[config.mk]
export PLATFORM = sky130hd
export DESIGN_NAME = multicycle_datapath
export DESIGN_NICKNAME = d
export VERILOG_FILES = /design/src/rtl/multicycle_datapath.sv
export SDC_FILE = /design/constraint.sdc
export NUM_CORES = 1
export LEC_CHECK = 0
export CAP_MARGIN = 20
export CORE_MARGIN = 2
export CORE_UTILIZATION = 45
export DETAILED_ROUTE_END_ITERATION = 8
export SLEW_MARGIN = 20
export SYNTH_ARGS = -nofsm -noshare
export SYNTH_HDL_FRONTEND = slang
export SYNTH_SLANG_ARGS = --single-unit
[constraint.sdc]
create_clock -name clk -period 4.6 [get_ports clk]
set_input_delay 0.46 -clock clk [delete_from_list [all_inputs] [get_ports clk]]
set_output_delay 0.46 -clock clk [all_outputs]
set_load 0.02 [all_outputs]
[src/rtl/multicycle_datapath.sv]
// Multi-cycle datapath: instruction FSM, register file, flagged ALU and circular write-back log.
// Optional macro SAT_ARITH_EN: ADD clamps to all-ones and SUB clamps to zero on carry/borrow.
module multicycle_datapath #(
    parameter int DW = 8,
    parameter int AW = 2,
    parameter int LW = 4
) (
    input  logic          clk,
    input  logic          rst,
    input  logic          instr_valid,
    output logic          instr_ready,
    input  logic [3:0]    opcode,
    input  logic [AW-1:0] rx,
    input  logic [AW-1:0] ry,
    input  logic [DW-1:0] imm,
    output logic          done,
    output logic          err,
    output logic          zero_flag,
    output logic          carry_flag,
    output logic [DW-1:0] show_data,
    input  logic [LW-1:0] log_addr,
    output logic [DW-1:0] log_data,
    output logic [LW:0]   log_count
);
    localparam int NREG   = 2**AW;
    localparam int LDEPTH = 2**LW;

    localparam logic [3:0] OP_LOAD = 4'd0;
    localparam logic [3:0] OP_MOVE = 4'd1;
    localparam logic [3:0] OP_ADD  = 4'd2;
    localparam logic [3:0] OP_SUB  = 4'd3;
    localparam logic [3:0] OP_AND  = 4'd4;
    localparam logic [3:0] OP_OR   = 4'd5;
    localparam logic [3:0] OP_XOR  = 4'd6;
    localparam logic [3:0] OP_SHOW = 4'd15;

    localparam logic [LW:0] LOG_FULL = (LW+1)'(LDEPTH);

    typedef enum logic [1:0] {
        S_IDLE = 2'd0,
        S_LDA  = 2'd1,
        S_EXEC = 2'd2,
        S_WB   = 2'd3
    } state_t;

    function automatic logic is_alu(input logic [3:0] op);
        return (op >= OP_ADD) && (op <= OP_XOR);
    endfunction

    function automatic logic is_legal(input logic [3:0] op);
        return (op <= OP_XOR) || (op == OP_SHOW);
    endfunction

    state_t        state_r;
    state_t        state_s;
    logic [3:0]    op_r;
    logic [AW-1:0] rx_r;
    logic [AW-1:0] ry_r;
    logic [DW-1:0] imm_r;
    logic [DW-1:0] regs_r [NREG];
    logic [DW-1:0] a_r;
    logic [DW-1:0] g_r;
    logic          zero_r;
    logic          carry_r;
    logic [DW-1:0] show_r;
    logic          ready_r;
    logic          done_r;
    logic          err_r;
    logic [LW-1:0] wr_ptr_r;
    logic [LW:0]   count_r;
    logic [DW-1:0] log_mem_r [LDEPTH];

    logic          accept_s;
    logic [DW:0]   raw_s;
    logic [DW:0]   sat_s;
    logic          wr_en_s;
    logic [DW-1:0] wr_data_s;

    assign accept_s    = instr_valid && ready_r;
    assign instr_ready = ready_r;
    assign done        = done_r;
    assign err         = err_r;
    assign zero_flag   = zero_r;
    assign carry_flag  = carry_r;
    assign show_data   = show_r;
    assign log_count   = count_r;
    assign log_data    = log_mem_r[log_addr];

    // Next-state decode: ALU ops take the LDA/EXEC path, everything else goes straight to WB.
    always_comb begin
        state_s = state_r;
        case (state_r)
            S_IDLE: begin
                if (accept_s) begin
                    if (is_alu(opcode)) begin
                        state_s = S_LDA;
                    end else begin
                        state_s = S_WB;
                    end
                end else begin
                    state_s = S_IDLE;
                end
            end
            S_LDA:   state_s = S_EXEC;
            S_EXEC:  state_s = S_WB;
            S_WB:    state_s = S_IDLE;
            default: state_s = S_IDLE;
        endcase
    end

    // State register and registered handshake/completion outputs.
    always_ff @(posedge clk) begin
        if (rst) begin
            state_r <= S_IDLE;
            ready_r <= 1'b1;
            done_r  <= 1'b0;
            err_r   <= 1'b0;
        end else begin
            state_r <= state_s;
            ready_r <= (state_s == S_IDLE);
            done_r  <= (state_s == S_WB);
            err_r   <= (state_r == S_IDLE) && accept_s && !is_legal(opcode);
        end
    end

    // ALU at DW+1 bits; bit DW is ADD carry-out or SUB borrow.
    always_comb begin
        raw_s = {(DW+1){1'b0}};
        case (op_r)
            OP_ADD:  raw_s = {1'b0, a_r} + {1'b0, regs_r[ry_r]};
            OP_SUB:  raw_s = {1'b0, a_r} - {1'b0, regs_r[ry_r]};
            OP_AND:  raw_s = {1'b0, a_r & regs_r[ry_r]};
            OP_OR:   raw_s = {1'b0, a_r | regs_r[ry_r]};
            OP_XOR:  raw_s = {1'b0, a_r ^ regs_r[ry_r]};
            default: raw_s = {(DW+1){1'b0}};
        endcase
    end

`ifdef SAT_ARITH_EN
    // Saturation keeps the carry/borrow bit so the flag still reports the unclamped result.
    always_comb begin
        sat_s = raw_s;
        if (raw_s[DW] && (op_r == OP_ADD)) begin
            sat_s = {1'b1, {DW{1'b1}}};
        end else if (raw_s[DW] && (op_r == OP_SUB)) begin
            sat_s = {1'b1, {DW{1'b0}}};
        end else begin
            sat_s = raw_s;
        end
    end
`else
    assign sat_s = raw_s;
`endif

    // Write-back source select; illegal ops and SHOW never write.
    always_comb begin
        wr_en_s   = 1'b0;
        wr_data_s = {DW{1'b0}};
        if (state_r == S_WB) begin
            wr_en_s = (op_r <= OP_XOR);
            case (op_r)
                OP_LOAD: wr_data_s = imm_r;
                OP_MOVE: wr_data_s = regs_r[ry_r];
                default: wr_data_s = g_r;
            endcase
        end else begin
            wr_en_s   = 1'b0;
            wr_data_s = {DW{1'b0}};
        end
    end

    // Instruction latch, operand A, result G, flags and SHOW capture.
    always_ff @(posedge clk) begin
        if (rst) begin
            op_r    <= 4'd0;
            rx_r    <= {AW{1'b0}};
            ry_r    <= {AW{1'b0}};
            imm_r   <= {DW{1'b0}};
            a_r     <= {DW{1'b0}};
            g_r     <= {DW{1'b0}};
            zero_r  <= 1'b0;
            carry_r <= 1'b0;
            show_r  <= {DW{1'b0}};
        end else begin
            if (accept_s) begin
                op_r  <= opcode;
                rx_r  <= rx;
                ry_r  <= ry;
                imm_r <= imm;
            end
            if (state_r == S_LDA) begin
                a_r <= regs_r[rx_r];
            end
            if (state_r == S_EXEC) begin
                g_r     <= sat_s[DW-1:0];
                zero_r  <= (sat_s[DW-1:0] == {DW{1'b0}});
                carry_r <= ((op_r == OP_ADD) || (op_r == OP_SUB)) ? sat_s[DW] : 1'b0;
            end
            if ((state_r == S_WB) && (op_r == OP_SHOW)) begin
                show_r <= regs_r[rx_r];
            end
        end
    end

    // Register file.
    always_ff @(posedge clk) begin
        if (rst) begin
            for (int i = 0; i < NREG; i++) begin
                regs_r[i] <= {DW{1'b0}};
            end
        end else if (wr_en_s) begin
            regs_r[rx_r] <= wr_data_s;
        end
    end

    // Log write pointer and saturating occupancy count.
    always_ff @(posedge clk) begin
        if (rst) begin
            wr_ptr_r <= {LW{1'b0}};
            count_r  <= {(LW+1){1'b0}};
        end else if (wr_en_s) begin
            wr_ptr_r <= wr_ptr_r + LW'(1);
            if (count_r != LOG_FULL) begin
                count_r <= count_r + (LW+1)'(1);
            end
        end
    end

    // Log storage is not cleared; entries beyond log_count are don't-care.
    always_ff @(posedge clk) begin
        if (!rst && wr_en_s) begin
            log_mem_r[wr_ptr_r] <= wr_data_s;
        end
    end

endmodule

==> results.py <==
metrics = {
    "outcome": {
        "outcome": "complete, no violations",
    },
    "timing": {
        "setup_viol": 0,
        "finalHoldViolCount": 0,
        "slew_viol_final": 0,
        "fin_setup_tns_ps": 0,
        "rsz0062_at_grt": "false",
        "skew_ps": 15.20,
        "period_needed_ps": 3882,
        "setup_ws_ps": 718.0,
        "worstMarginPinSlew_ps": 882.5,
        "finalCritPeriodShare_pct": 84.39,
        "fmax_mhz": 257.6,
        "slew_headroom_pct": 40.95,
    },
    "floorplan": {
        "rows": 54,
        "start_util_pct": 45.76,
        "die-area_um2": 23330,
        "die_h_um": 152.7,
        "core_area_um2": 21760,
        "pin_count": 49,
        "die_width_um": 152.7,
    },
    "clock_network": {
        "cts_tree": "yes",
        "cts_root_buffer": "clkbuf_16",
        "ctsHtreeMaxLevel": 1,
        "cts_sinks": 220,
        "clk_pin_slew_ps": 60,
        "cts_buffer_depth": 3,
        "ctsHoldBuffers": 0,
        "cts_resized": 0,
        "clkLatencyLatePin_ps": 520,
        "cts_made_buffers": 24,
        "postCtsSetupBuffers": 0,
    },
    "grt": {
        "grt_usage_pct": 18.71,
        "grt-ovfl-total": 0,
        "grt_pass1_wl_mm": 34.16,
        "grt_max_degree": 58,
        "antenna_found_initial": 0,
        "grt_pass1_vias": 6010,
    },
    "yosys": {
        "synth_edf_count": 160,
        "synth_ff_type": "edfxtp_1",
        "yosysTopAreaCellShare_pct": 48.26,
        "netlist-cell-type-count": 54,
        "syn_area_um2": 9956,
        "syn_inst": 722,
        "synth_top_area_cell": "edfxtp_1",
        "yosysSeqAreaShare_pct": 60.32,
        "synth_nets": 783,
        "ys_ff_latch": 220,
        "yosys-top-cells-area": "edfxtp_1 48%, dfxtp_1 12%, mux4_2 12%, ha_1 4.6%, nor2_1 3.7%",
        "yosysWarnings": 0,
        "async_reset_ff_share_pct": 0,
        "synth.avg_cell_area_um2": 13.79,
    },
    "final_layout": {
        "mostFrequentLayoutCells": "160 x edfxtp_1, 99 x nor2_1, 64 x nand2_1, 60 x dfxtp_1, 51 x mux4_2",
        "final_common_cell": "edfxtp_1",
        "drive_gt1_share_pct": 13.01,
        "area_growth_pct": 15.14,
        "postLayoutCoreUtil_pct": 52.69,
        "num_antenna_cells": 0,
        "finalNetCount": 827,
    },
    "min_path": {
        "hold_path.class": "reg2reg",
    },
    "placed_design": {
        "routabilityCongestion": 0.9364,
        "port_buffers": 48,
        "dp_hpwl_mm": 15.26,
        "dpl_worst_slack_ps": 784.8,
    },
    "critical_path": {
        "crit_type": "reg2reg",
        "cp.arrival_ps": 4300,
        "start_kind": "flop",
        "crit_path_max_fanout": 6,
        "cp.required_ps": 5020,
        "slowest_stage": "mux4_1",
        "crit_chain": "mux4_1 > inv_1 > ha_1 > nand2_1 > o21ai_0 > inv_1 > ha_1 > nor2b_1 > o31ai_1 > a2111oi_0 > or3_1 > a31o_2 > o31ai_1",
        "crit_path_end_kind": "flop",
        "slowest_delay_ps": 690,
    },
    "route": {
        "first_iter_violations": 508,
        "drcViolationCount": 0,
        "vias": 5965,
        "finalWirelength_mm": 21.65,
        "avgViaCountPerCell": 5.606,
        "drtAntennaViolNets": 0,
        "wl_per_cell_um": 20.35,
        "dr.pass1.iters": 5,
    },
    "power": {
        "p_switching_mw": 1.094,
        "power_frac_comb_pct": 11.1,
        "p_int_mw": 3.523,
        "switching_share_pct": 23.70,
        "p_leak_nw": 3.960,
        "ir_drop_mv": 0.2666,
        "power_density_nw_per_um2": 402.8,
        "seqPwrFrac_pct": 47.8,
        "clockPowerShare_pct": 41.1,
        "power_mw": 4.617,
    },
    "flow_run": {
        "maxCapViolations": 0,
    },
}
## power groups by stage
stage | Combinational, mW | Sequential, mW | Clock [mW]
2_1_floorplan | 0.375 | 2.22 | 0
3_3_place_gp | 0.502 | 2.25 | 0
6_report | 0.512 | 2.21 | 1.90
5_1_grt | 0.565 | 2.21 | 2.01
4_1_cts | 0.513 | 2.21 | 1.93
3_5_place_dp | 0.509 | 2.25 | 0
## per-stage QoR
| stage | std cells | instance area [um^2] | hold slack [ps] |
|---|---|---|---|
| 2_1_floorplan | 722 | 9956 | 435.7 |
| 3_3_place_gp | 1020 | 10680 | 453.5 |
| 3_5_place_dp | 1020 | 10680 | 457.4 |
| 4_1_cts | 1064 | 11460 | 465.5 |
| 5_1_grt | 1064 | 11460 | 499.8 |
| 6_report | 1064 | 11460 | 460.6 |
## final timing paths
path | from | endpoint | slack (ps) | cells after the start
setup / recovery | flop | zero_flag | 720 | 13
hold reg to reg | imm_r[4] | imm_r[4] | 460 | 2
setup reg to reg | flop | zero_flag | 720 | 13
hold / removal | imm_r[4] | imm_r[4] | 460 | 2
## routing by layer
metal | track usage, % | vias up | routed length (um) | share of wire, %
li1 | - | 2771 | - | -
met1 | 26.30 | 3008 | 9809 | 45
met2 | 30.60 | 159 | 10410 | 48
met3 | 3.385 | 27 | 1067 | 4.9
met4 | 4.365 | 0 | 361 | 1.7
met5 | 0 | - | 0 | 0
## synth_stat cells (all sizes together) (2+ instances only)
master	instances
o31ai	2
nor4b	2
xor2	6
o211ai	8
and3	3
nor3b	3
ha	37
a211oi	8
o22ai	5
dfxtp	60
a21oi	24
nor2b	5
o31a	3
or3b	3
o21a	3
nand2	64
mux4	56
or2	2
o21ai	9
nand3b	2
nand4	4
nand3	6
clkbuf	24
nor2	99
buf	14
or3	3
nand2b	3
edfxtp	160
o221ai	2
and2	2
nor3	7
mux2i	35
xnor2	9
inv	35
a31oi	3
## cell families after synthesis
kind of cell,after synthesis,share of synthesized area (%)
flops,220,60.32
simple gates,212,9.476
mux,91,16.38
buf+inv,74,3.016
compound gates,72,4.638
fa+ha+maj,38,4.851
xor+xnor,15,1.320
## sequential cells by signal, summed over array words and instances, names as in the netlist, 2 cells and up, named ones only
register / count
a_r: 8
imm_r: 8
regs_r: 32
wr_ptr_r: 4
log_mem_r: 128
show_data: 8
ry_r: 2
state_r: 2
rx_r: 2
op_r: 4
g_r: 8
log_count: 5
## critical path: cells and delay by family (launching register included)
kind                       cells  cell delay [ps]
adders and majority gates      2              470
buffers and inverters          2              270
DFF                            1              560
muxes                          1              690
AOI/OAI and AO/OA              5             1250
and+or+nand+nor                3              550
## area by class of cell
class	count	area, um^2
well taps	280	350.3
multi-input cells	428	3650
inverters	36	135.1
clock inverters	11	145.1
clock buffers	33	634.4
repair buffers	56	543.0
flip-flops and latches	220	6006
fillers	1827	10290
Note: power is estimated with default switching activity, not from simulation.
